## config.mk

```make
export PLATFORM = sky130hd
export DESIGN_NAME = if_stage_flat
export DESIGN_NICKNAME = d
export VERILOG_FILES = /design/src/rtl/if_stage_if.sv /design/src/rtl/if_stage.sv /design/src/flat_wrapper.sv
export SDC_FILE = /design/constraint.sdc
export NUM_CORES = 1
export LEC_CHECK = 0
export CAP_MARGIN = 20
export CORE_UTILIZATION = 45
export CTS_BUF_LIST = sky130_fd_sc_hd__clkbuf_4 sky130_fd_sc_hd__clkbuf_8
export CTS_CLUSTER_DIAMETER = 100
export CTS_CLUSTER_SIZE = 16
export DETAILED_ROUTE_END_ITERATION = 10
export PLACE_DENSITY_LB_ADDON = 0.05
export SYNTH_ARGS = -nofsm -noshare
export SYNTH_HDL_FRONTEND = slang
export SYNTH_SLANG_ARGS = --single-unit
```

## constraint.sdc

```tcl
create_clock -name clk -period 2.2 [get_ports clk]
set_clock_uncertainty 0.05 [all_clocks]
set_input_delay 0.66 -clock clk [delete_from_list [all_inputs] [get_ports clk]]
set_output_delay 0.66 -clock clk [all_outputs]
set_load 0.1 [all_outputs]
```

## src/rtl/if_stage_if.sv

```systemverilog
// Fetch-stage bus: instruction-memory request/response plus the
// IF -> ID valid / ready_go / allow_in handshake.
interface if_stage_if;
  logic        imem_req_valid;
  logic        imem_req_ready;
  logic [63:0] imem_addr;
  logic        imem_resp_valid;
  logic [31:0] imem_resp_data;
  logic [63:0] i_pc;
  logic [31:0] i_inst;
  logic        if_valid;
  logic        if_ready_go;
  logic        id_allow_in;

  modport master (
    output imem_req_valid,
    output imem_addr,
    output i_pc,
    output i_inst,
    output if_valid,
    output if_ready_go,
    input  imem_req_ready,
    input  imem_resp_valid,
    input  imem_resp_data,
    input  id_allow_in
  );

  modport slave (
    input  imem_req_valid,
    input  imem_addr,
    input  i_pc,
    input  i_inst,
    input  if_valid,
    input  if_ready_go,
    output imem_req_ready,
    output imem_resp_valid,
    output imem_resp_data,
    output id_allow_in
  );
endinterface

```

## src/rtl/if_stage.sv

```systemverilog
// Instruction fetch stage: owns the PC, keeps one imem read in flight,
// buffers the returned word and offers {pc, inst} to ID.
module if_stage #(
  parameter logic [63:0] RESET_PC = 64'h0000_0000_8000_0000
) (
  input  logic        clk,
  input  logic        rst,
  if_stage_if.master  bus,
  input  logic        redirect,
  input  logic [63:0] redirect_pc
);

  typedef enum logic [1:0] {
    IDLE,
    REQ,
    WAIT,
    HOLD
  } state_t;

  state_t      state;
  logic [63:0] pc;
  logic [63:0] pc_next;
  logic [63:0] buf_pc;
  logic [31:0] buf_inst;
  logic        drop;
  logic [63:0] tgt;

  assign tgt = redirect_pc & ~64'h3;

  assign bus.imem_req_valid = (state == REQ);
  assign bus.imem_addr      = pc & ~64'h3;
  assign bus.i_pc           = buf_pc;
  assign bus.i_inst         = buf_inst;
  assign bus.if_ready_go    = (state == HOLD);
  // A same-cycle redirect squashes the buffered inst before ID sees it.
  assign bus.if_valid       = (state == HOLD) && !redirect;

  always_ff @(posedge clk) begin
    if (!rst) begin
      state    <= IDLE;
      pc       <= RESET_PC;
      pc_next  <= RESET_PC;
      drop     <= 1'b0;
      buf_pc   <= RESET_PC;
      buf_inst <= 32'h0;
    end else begin
      unique case (state)
        IDLE: begin
          if (redirect) pc <= tgt;
          state <= REQ;
        end
        REQ: begin
          // Issued address stays put; the target waits in pc_next.
          if (redirect) begin
            pc_next <= tgt;
            drop    <= 1'b1;
          end
          if (bus.imem_req_ready) state <= WAIT;
        end
        WAIT: begin
          if (bus.imem_resp_valid) begin
            if (redirect || drop) begin
              pc    <= redirect ? tgt : pc_next;
              drop  <= 1'b0;
              state <= REQ;
            end else begin
              buf_inst <= bus.imem_resp_data;
              buf_pc   <= pc;
              state    <= HOLD;
            end
          end else if (redirect) begin
            pc_next <= tgt;
            drop    <= 1'b1;
          end
        end
        HOLD: begin
          if (redirect) begin
            pc    <= tgt;
            state <= REQ;
          end else if (bus.id_allow_in) begin
            pc    <= pc + 64'd4;
            state <= REQ;
          end
        end
        default: state <= IDLE;
      endcase
    end
  end

endmodule
```

## src/flat_wrapper.sv

```systemverilog
// flat-port wrapper written by rule: the top's interface ports become plain ports
module if_stage_flat 
#(
  parameter logic [63:0] RESET_PC = 64'h0000_0000_8000_0000
)
  (clk, rst, redirect, redirect_pc, bus_imem_req_valid, bus_imem_addr, bus_i_pc, bus_i_inst, bus_if_valid, bus_if_ready_go, bus_imem_req_ready, bus_imem_resp_valid, bus_imem_resp_data, bus_id_allow_in);
  if_stage_if bus_i ();
  input  logic clk;
  input  logic rst;
  input  logic redirect;
  input  logic [63:0] redirect_pc;
  output wire logic [$bits(bus_i.imem_req_valid)-1:0] bus_imem_req_valid;
  output wire logic [$bits(bus_i.imem_addr)-1:0] bus_imem_addr;
  output wire logic [$bits(bus_i.i_pc)-1:0] bus_i_pc;
  output wire logic [$bits(bus_i.i_inst)-1:0] bus_i_inst;
  output wire logic [$bits(bus_i.if_valid)-1:0] bus_if_valid;
  output wire logic [$bits(bus_i.if_ready_go)-1:0] bus_if_ready_go;
  input wire logic [$bits(bus_i.imem_req_ready)-1:0] bus_imem_req_ready;
  input wire logic [$bits(bus_i.imem_resp_valid)-1:0] bus_imem_resp_valid;
  input wire logic [$bits(bus_i.imem_resp_data)-1:0] bus_imem_resp_data;
  input wire logic [$bits(bus_i.id_allow_in)-1:0] bus_id_allow_in;
  assign bus_imem_req_valid = bus_i.imem_req_valid;
  assign bus_imem_addr = bus_i.imem_addr;
  assign bus_i_pc = bus_i.i_pc;
  assign bus_i_inst = bus_i.i_inst;
  assign bus_if_valid = bus_i.if_valid;
  assign bus_if_ready_go = bus_i.if_ready_go;
  assign bus_i.imem_req_ready = bus_imem_req_ready;
  assign bus_i.imem_resp_valid = bus_imem_resp_valid;
  assign bus_i.imem_resp_data = bus_imem_resp_data;
  assign bus_i.id_allow_in = bus_id_allow_in;
  if_stage #(.RESET_PC(RESET_PC)) u_core (.clk(clk), .rst(rst), .bus(bus_i), .redirect(redirect), .redirect_pc(redirect_pc));
endmodule
```

## Yosys cells after proc, flatten, opt, wreduce, memory -nomap -nowiden

Cells that the tools add are included.

| storage, ports and cells | value |
|---|---|
| ROM bits | 0 |
| latch bits | 0 |
| bits in registers | 227 |
| word-level logic and storage cells | 48 |
| RAM bits | 0 |
| memories kept | 0 |
| input port bits | 102 |

| cells by class | value |
|---|---|
| bitwise logic cells | 1 |
| eq/ne operators | 10 |
| order comparisons | 0 |
| reduce and logical (&&, ||, !) cells | 11 |
| shift operators | 0 |
| multipliers | 0 |
| multiplexer cells | 19 |
| add/sub/neg operators | 1 |
| div/mod/pow operators | 0 |

Operator list:

| kind | count |
|---|---|
| two-way mux 64 bit | 7 |
| one-hot mux 64 bit (3 select lines) | 1 |
| one-hot mux 64 bit (2 select lines) | 1 |
| adder 64 x 3 -> 64 bit (second input constant) | 1 |
| two-way mux 2 bit | 5 |
| one-hot mux 2 bit (4 select lines) | 1 |
| inequality test 2 bit (second input constant) | 3 |
| inequality test 3 x 2 -> 1 bit (second input constant) | 2 |
| AND reduction 3 bit | 2 |
| AND reduction 5 bit | 1 |
| == test 2 bit (second input constant) | 2 |
| inequality test 2 x 1 -> 1 bit (second input constant) | 2 |
| AND reduction 2 bit | 2 |
| two-way mux 1 bit | 3 |
| nonzero test 3 bit | 1 |
| == test 2 x 1 -> 1 bit (second input constant) | 1 |
| logical NOT 2 bit | 1 |
| one-hot mux 1 bit (2 select lines) | 1 |
| nonzero test 2 bit | 1 |
| logical AND 1 bit | 1 |
| logical NOT 1 bit | 1 |
| logical OR 1 bit | 1 |
| inverter 1 bit | 1 |

## Depth between registers and ports, before layout

Gate-level depths: netlist (run 1).

| logic depth | value |
|---|---|
| depth in word-level cells | 4 |
| gate-level depth with buffers | 11 |

## Least setup slack after synthesis (run 1)

Ideal clock, no wire load.

| timing path | value |
|---|---|
| path type | flip-flop to output port |
| start point | register u_core.state[0] |
| end point | output port bus_if_valid |
| data required time | 1.490 ns |
| cell stages (with the launch flop) | 6 |
| setup slack | -1.361 ns |
| arrival | 2.851 ns |
| path through | dfxtp_1 -> ha_1 -> nand2b_1 -> inv_1 -> clkbuf_1 -> clkbuf_1 |

| between the ends | value |
|---|---|
| cells in the longest elaborated chain, start to end | 2 |

RTL lines:

| element | line | source |
|---|---|---|
| from (decl) | if_stage.sv:20 | `state_t state;` |
| from (signal assigned) | if_stage.sv:40 | `state <= IDLE;` |
| from (signal assigned) | if_stage.sv:50 | `state <= REQ;` |
| from (signal assigned) | if_stage.sv:58 | `if (bus.imem_req_ready) state <= WAIT;` |
| == test 2 bit | -- |  |
| named net bus_if_ready_go | flat_wrapper.sv:17 | `output wire logic [$bits(bus_i.if_ready_go)-1:0] bus_if_ready_go;` |
| logical AND 1 bit | if_stage.sv:36 | `assign bus.if_valid = (state == HOLD) && !redirect;` |
| to (decl) | flat_wrapper.sv:16 | `output wire logic [$bits(bus_i.if_valid)-1:0] bus_if_valid;` |

The timed path passes the listed nets, and every way through them passes these cells.

## Worst setup path after layout (run 1)

| timing path | value |
|---|---|
| start point | register u_core.state[0] |
| end point | output port bus_if_valid |

| between the ends | value |
|---|---|
| cells in the longest elaborated chain, start to end | 2 |

RTL lines:

| element | line |
|---|---|
| == test 2 bit | if_stage.sv:36 |
| logical AND 1 bit | if_stage.sv:36 |

No other way between the ends.

==> reports/qor.csv, run 1 <==
stage;metric;value;unit
timing;unrepaired setup endpoints after global routing;true;
timing;Max Fclk;432;MHz
timing;fin crit period;2.32;ns
timing;TNS Setup;-0.372;ns
power;Sw Share;0.388;
setup_path;Setup CP Type;reg -> out;
detailed_routing;post-route ant nets;0;
floorplanning;I/O Pins;265;
synthesis;Area contributors post-synth;dfxtp_1, nand2_1, a21oi_1;
setup_path;CP Capture Type;primary output;
layout;Ant. Diodes;0;
placed_design;Setup WS pre-CTS;-0.621;ns
synthesis;Synth Flop Type;dfxtp_1;
synthesis;Syn Area/Cell;7.67;um^2
power;Clock power frac;0.196;
placed_design;Final GP Congestion;0.909;
placed_design;DP Cell Count;2003;
synthesis;post-synthesis cell count;1417;
clock_tree;clock root buffer;clkbuf_8;
outcome;status;finished, violations left;
floorplanning;Die Y-Extent;157;um
synthesis;YS warnings;0;
clock_tree;Sink Count;227;
power;Leakage;6.31;nW
clock_tree;CTS buffer count;18;
setup_path;CP startpoint kind;flop;
power;peak supply drop;0.455;mV
synthesis;Synth top cells by count;nand2_1, dfxtp_1, a21oi_1;
global_route;first-pass GRT wire length;55.2;mm
synthesis;number of synthesized flops with an enable pin;0;
clock_tree;clk_lat worst skew;0.55;ns
power;combinational power share;0.398;
power;Power Density;693;nW/um^2
outcome;violated checks;setup timing;
layout;share of layout cells above drive strength 1;0.263;
synthesis;Synth Register Bits;227;
detailed_routing;drt pass-1 iters;8;
placed_design;number of I/O port buffers;260;
layout;area grow syn2layout;50.5;%
clock_tree;clock tree buffer depth;3;
synthesis;Post-Syn Area;10900;um^2
worst_hold_path;Hold WC Path Type;reg -> reg;
synthesis;asr flop ratio synth;0;
layout;Post-layout nets;1836;
power;sw power;4.40;mW
timing;Final period util;1.05;
detailed_routing;wire per inst;17.8;um
layout;final non-filler cell total;2047;
global_route;initial antenna violation count;0;
synthesis;Yosys cell types;73;
floorplanning;Die Area;24800;um^2
floorplanning;initial core utilization;0.460;
setup_path;Worst Path Arrival;1.61;ns
synthesis;most common cell in the netlist;nand2_1;
global_route;vias in the first global route;10000;
clock_tree;CTS clock-pin slew for the worst setup and hold paths;0.10;ns
global_route;total gr overflow;0;
global_route;largest net degree at the start of global routing;75;
power;internal cell power;6.95;mW
timing;Pins Over Slew Limit;0;
detailed_routing;final WL;36.5;mm
detailed_routing;DRT iter0 DRCs;1157;
floorplanning;core area;23600;um^2
clock_tree;cts hold-fix bufs;0;
timing;fin worst setup slack;-0.116;ns
placed_design;dpl hpwl;25.9;mm
floorplanning;row cnt;56;
detailed_routing;Post-route DRC;0;
setup_path;CP Max Fanout;2;
timing;endpoints failing setup;5;
synthesis;Synth top area share;0.418;
clock_tree;H-tree Lvls;1;
detailed_routing;via count;11400;
power;Pwr Total;11.3;mW
detailed_routing;vias per inst;5.57;
global_route;GRT Total Usage;0.283;
clock_tree;CTS tree;done;
setup_path;CP Data Required Time;1.49;ns
power;Seq pwr share;0.406;
synthesis;cell taking the most area after synthesis;dfxtp_1;
flow_run;Max-cap violations;0;
synthesis;Seq/Total Area, Yosys;0.418;
timing;final hold violations;0;
floorplanning;Die X-Extent;157;um
layout;Util after Layout;0.693;
cell usage in the layout, fill, tap and decap left out, drive strengths merged, types with 4 or more instances in the layout:
master         netlist  routed
nand2              382     383
buf                 91     364
dfxtp              227     227
a21oi              200     200
clkdlybuf4s50        0      98
o21ai               53      53
nor2                47      47
a22oi               35      35
nand3               27      27
nand4               27      27
nor3                22      22
clkbuf              87      21
inv                 17      17
nor4                14      14
a221o               13      13
a22o                13      13
a31oi               11      11
o22ai               10      10
o31ai               10      10
and3                10      10
and2                 9       9
or3                  7       7
a21o                 6       6
and4                 6       6
a221oi               6       6
nand2b               6       6
ha                   6       6
o21bai               4       6
o211ai               5       5
o41ai                5       5
a211oi               4       4
o2bb2ai              4       4
mux2i                4       4
nor2b                4       4
or4                  4       4
registers in the layout, indices dropped and copies added (netlist names):
signal and count:
u_core.bus.i_pc 64, u_core.pc 64, u_core.state 2, u_core.drop 1, u_core.bus.i_inst 32, u_core.pc_next 64
repair_timing:
action,in CTS,in global routing
buffers inserted,6,14
endpoints found under the setup margin,34,99
pin swaps,3,11
cloned,1,4
gates resized for setup,24,44
kinds of logic after synthesis:
group,share of synthesized area
adders and majority gates,0.00690
AOI/OAI and AO/OA,0.231
buffers and inverters,0.0955
other,0.000345
and+or+nand+nor,0.242
DFF,0.418
muxes,0.00679
per-stage QoR:
step / instance area (um^2) / hold slack [ns]
finish: 16400 / 0.407
global route: 16400 / 0.426
CTS: 16000 / 0.408
detailed placement: 15600 / 0.395
global placement: 15600 / 0.389
floorplan: 10900 / 0.382
power by group through the flow:
stage,clock network (mW),logic (mW),registers (mW)
2_1_floorplan,0,2.49,4.78
3_3_place_gp,0,4.23,4.67
3_5_place_dp,0,4.26,4.68
4_1_cts,2.28,4.32,4.59
5_1_grt,2.41,4.73,4.64
6_report,2.22,4.52,4.61
layout make-up:
class	count	area, um^2
fill	1980	7250
tap	319	399
timing repair buffer	465	5430
clock buffer	19	262
inverter	17	73.8
sequential	227	4550
clock inverter	1	16.3
multi-input combinational	999	5630
worst max-delay path: stages (launching register included):
cell and delay, ns:
dfxtp_2 0.35, buf_12 0.12, ha_4 0.15, buf_8 0.12
nand2b_4 0.11, inv_6 0.05, buf_12 0.16
per-layer routing:
metal	GRT usage	wire length, um
met4	0.0606	687
met3	0.0608	3560
met1	0.419	16800
met5	0	0
met2	0.414	15500
final timing paths:
check	from	end	slack [ns]	depth (start not counted)
worst max-delay path	u_core.state[0]	bus_if_valid	-0.12	6
worst min-delay path	u_core.pc[1]	u_core.bus.i_pc[1]	0.41	2
worst max register to register	u_core.state[0]	u_core.pc[59]	-0.03	9
worst min register to register	u_core.pc[1]	u_core.bus.i_pc[1]	0.41	2
(Power assumes the default switching activity.)
==> inputs of run 2 (changes only) <==
Settings changed: RECOVER_POWER set to 25.
==> reports/qor.csv, run 2 (synthesis results as in run 1) <==
stage;metric;value;unit;change
timing;Final period util;1.05;;-0.00216
timing;Worst-Margin Slew;0.918;ns;
timing;unrepaired setup endpoints after global routing;true;;
global_route;largest net degree at the start of global routing;75;;unchanged
clock_tree;cts hold-fix bufs;0;;unchanged
layout;Layout fillers;2084;;+5.3%
detailed_routing;DRT iter0 DRCs;1150;;-0.61%
setup_path;critical path's slowest cell;dfxtp_2;;
timing;endpoints failing setup;15;;+10
clock_tree;CTS buffer count;18;;unchanged
layout;commonest non-fill, non-tap cell in the layout;nand2_1;;
setup_path;CP Data Required Time;1.49;ns;about the same
timing;Slew Limit Headroom;0.388;;
detailed_routing;vias per inst;5.55;;-0.20%
setup_path;CP peak stage delay;0.35;ns;about the same
layout;share of layout cells above drive strength 1;0.262;;-0.00116
global_route;GRT Total Usage;0.283;;unchanged
clock_tree;CTS clock-pin slew for the worst setup and hold paths;0.10;ns;about the same
setup_path;Setup CP Type;reg -> out;;
global_route;initial antenna violation count;0;;unchanged
floorplanning;core area;23600;um^2;unchanged
detailed_routing;wire per inst;17.9;um;+0.49%
detailed_routing;final WL;36.7;mm;+0.49%
detailed_routing;post-route ant nets;0;;unchanged
power;Power Density;727;nW/um^2;+4.8%
floorplanning;I/O Pins;265;;unchanged
layout;Post-layout nets;1836;;unchanged
flow_run;Max-cap violations;0;;unchanged
setup_path;crit path buf inv count;4;;unchanged
clock_tree;clk_lat worst skew;0.54;ns;about the same
setup_path;crit-path most repeated cell;buf_12;;
floorplanning;row cnt;56;;unchanged
setup_path;CP Max Fanout;2;;unchanged
power;peak supply drop;0.456;mV;+0.38%
setup_path;CP Capture Type;primary output;;
placed_design;Setup WS pre-CTS;-0.621;ns;unchanged
global_route;total gr overflow;0;;unchanged
setup_path;CP cell instances;buf_12 > ha_4 > buf_8 > nand2b_4 > inv_6 > buf_12;;
placed_design;number of I/O port buffers;260;;unchanged
layout;area grow syn2layout;43.3;%;
layout;Util after Layout;0.660;;-0.0332
clock_tree;clock root buffer;clkbuf_8;;
timing;Max Fclk;433;MHz;+0.20%
global_route;vias in the first global route;10000;;unchanged
outcome;violated checks;setup timing;;
power;Leakage;6.14;nW;-2.6%
layout;Ant. Diodes;0;;unchanged
detailed_routing;drt pass-1 iters;7;;-1
clock_tree;Sink Count;227;;unchanged
floorplanning;initial core utilization;0.460;;unchanged
outcome;status;finished, violations left;;
timing;fin crit period;2.31;ns;-0.00474 ns
clock_tree;CTS tree;done;;
timing;fin worst setup slack;-0.111;ns;+0.00474 ns
floorplanning;Die Y-Extent;157;um;unchanged
clock_tree;H-tree Lvls;1;;unchanged
global_route;first-pass GRT wire length;55.2;mm;unchanged
layout;commonest non-fill, non-tap cells in the layout;nand2_1, dfxtp_1, buf_4, a21oi_1, clkdlybuf4s50_1;;
detailed_routing;Post-route DRC;0;;unchanged
floorplanning;Die Area;24800;um^2;unchanged
placed_design;Final GP Congestion;0.909;;unchanged
detailed_routing;via count;11400;;-0.20%
floorplanning;Die X-Extent;157;um;unchanged
timing;Pins Over Slew Limit;0;;unchanged
placed_design;dpl hpwl;25.9;mm;unchanged
timing;final hold violations;0;;unchanged
clock_tree;clock tree buffer depth;3;;unchanged
setup_path;CP delay by family, top;buffers and inverters;;
setup_path;CP startpoint kind;flop;;
worst_hold_path;Hold WC Path Type;reg -> reg;;
power;Pwr Total;11.3;mW;-0.22%
setup_path;Worst Path Arrival;1.60;ns;about the same
[run 2: cell count changes in the layout (fill, tap and decap cells not counted), moves of 2 or more]
| cell | previous run | this run |
|---|---|---|
| clkbuf_4 | 0 | 2 |
| clkbuf_2 | 0 | 27 |
| buf_2 | 0 | 41 |
| buf_6 | 9 | 12 |
| buf_12 | 128 | 79 |
| buf_4 | 224 | 199 |
[run 2: metal layers]
metal / vias to the layer above / global-route usage / wire, um
met5: - / 0 / 0
met4: 0 / 0.0606 / 632
met2: 530 / 0.414 / 15600
li1: 5501 / - / -
met3: 45 / 0.0608 / 3640
met1: 5293 / 0.419 / 16800
[run 2: per-stage QoR]
step	instances	cell area (um^2)	hold WS, ns	setup TNS [ns]
6_report	2047	15600	0.405	-0.541
2_1_floorplan	1418	10900	0.382	0
4_1_cts	2029	16000	0.408	-0.479
5_1_grt	2047	15600	0.426	-9.91
3_3_place_gp	2003	15600	0.389	-45.42
3_5_place_dp	2003	15600	0.395	-56.18
[run 2: power breakdown]
part	total, mW	switching (mW)	internal, mW
logic	4.50	2.75	1.75
registers	4.60	0.220	4.38
clock network	2.22	1.42	0.793
[run 2: cell type report]
| cell class | instances | area, um^2 | area share |
|---|---|---|---|
| well taps | 319 | 399 | 0.0256 |
| multi-input cells | 999 | 5620 | 0.361 |
| clock buffers | 19 | 262 | 0.0168 |
| clock inverters | 1 | 16.3 | 0.00104 |
| flip-flops and latches | 227 | 4550 | 0.292 |
| repair buffers | 465 | 4650 | 0.299 |
| inverters | 17 | 70.1 | 0.00450 |
[run 2: repair_timing]
item | in CTS | in global routing
endpoints found under the hold margin | 0 | 0
endpoints found under the setup margin | 34 | 99
resized for setup | 24 | 44
pin swaps | 3 | 11
buffers inserted | 6 | 14
gates cloned | 1 | 4
[run 2: worst register-to-register path: stages (launching register included)]
cell	delay [ns]
dfxtp_2	0.37
inv_1	0.08
ha_4	0.18
nor2b_2	0.16
nor3_2	0.20
buf_6	0.15
nand2_8	0.09
or4_4	0.49
mux2_4	0.27
a31oi_1	0.12
[run 2: worst paths after layout]
kind	endpoint	from	cells after the start	slack (ns)
setup / recovery	bus_if_valid	u_core.state[0]	6	-0.11
hold / removal	u_core.bus.i_pc[0]	u_core.bus.i_pc[0]	2	0.41
setup reg to reg	u_core.pc[59]	u_core.state[0]	9	-0.02
hold reg to reg	u_core.bus.i_pc[0]	u_core.bus.i_pc[0]	2	0.41
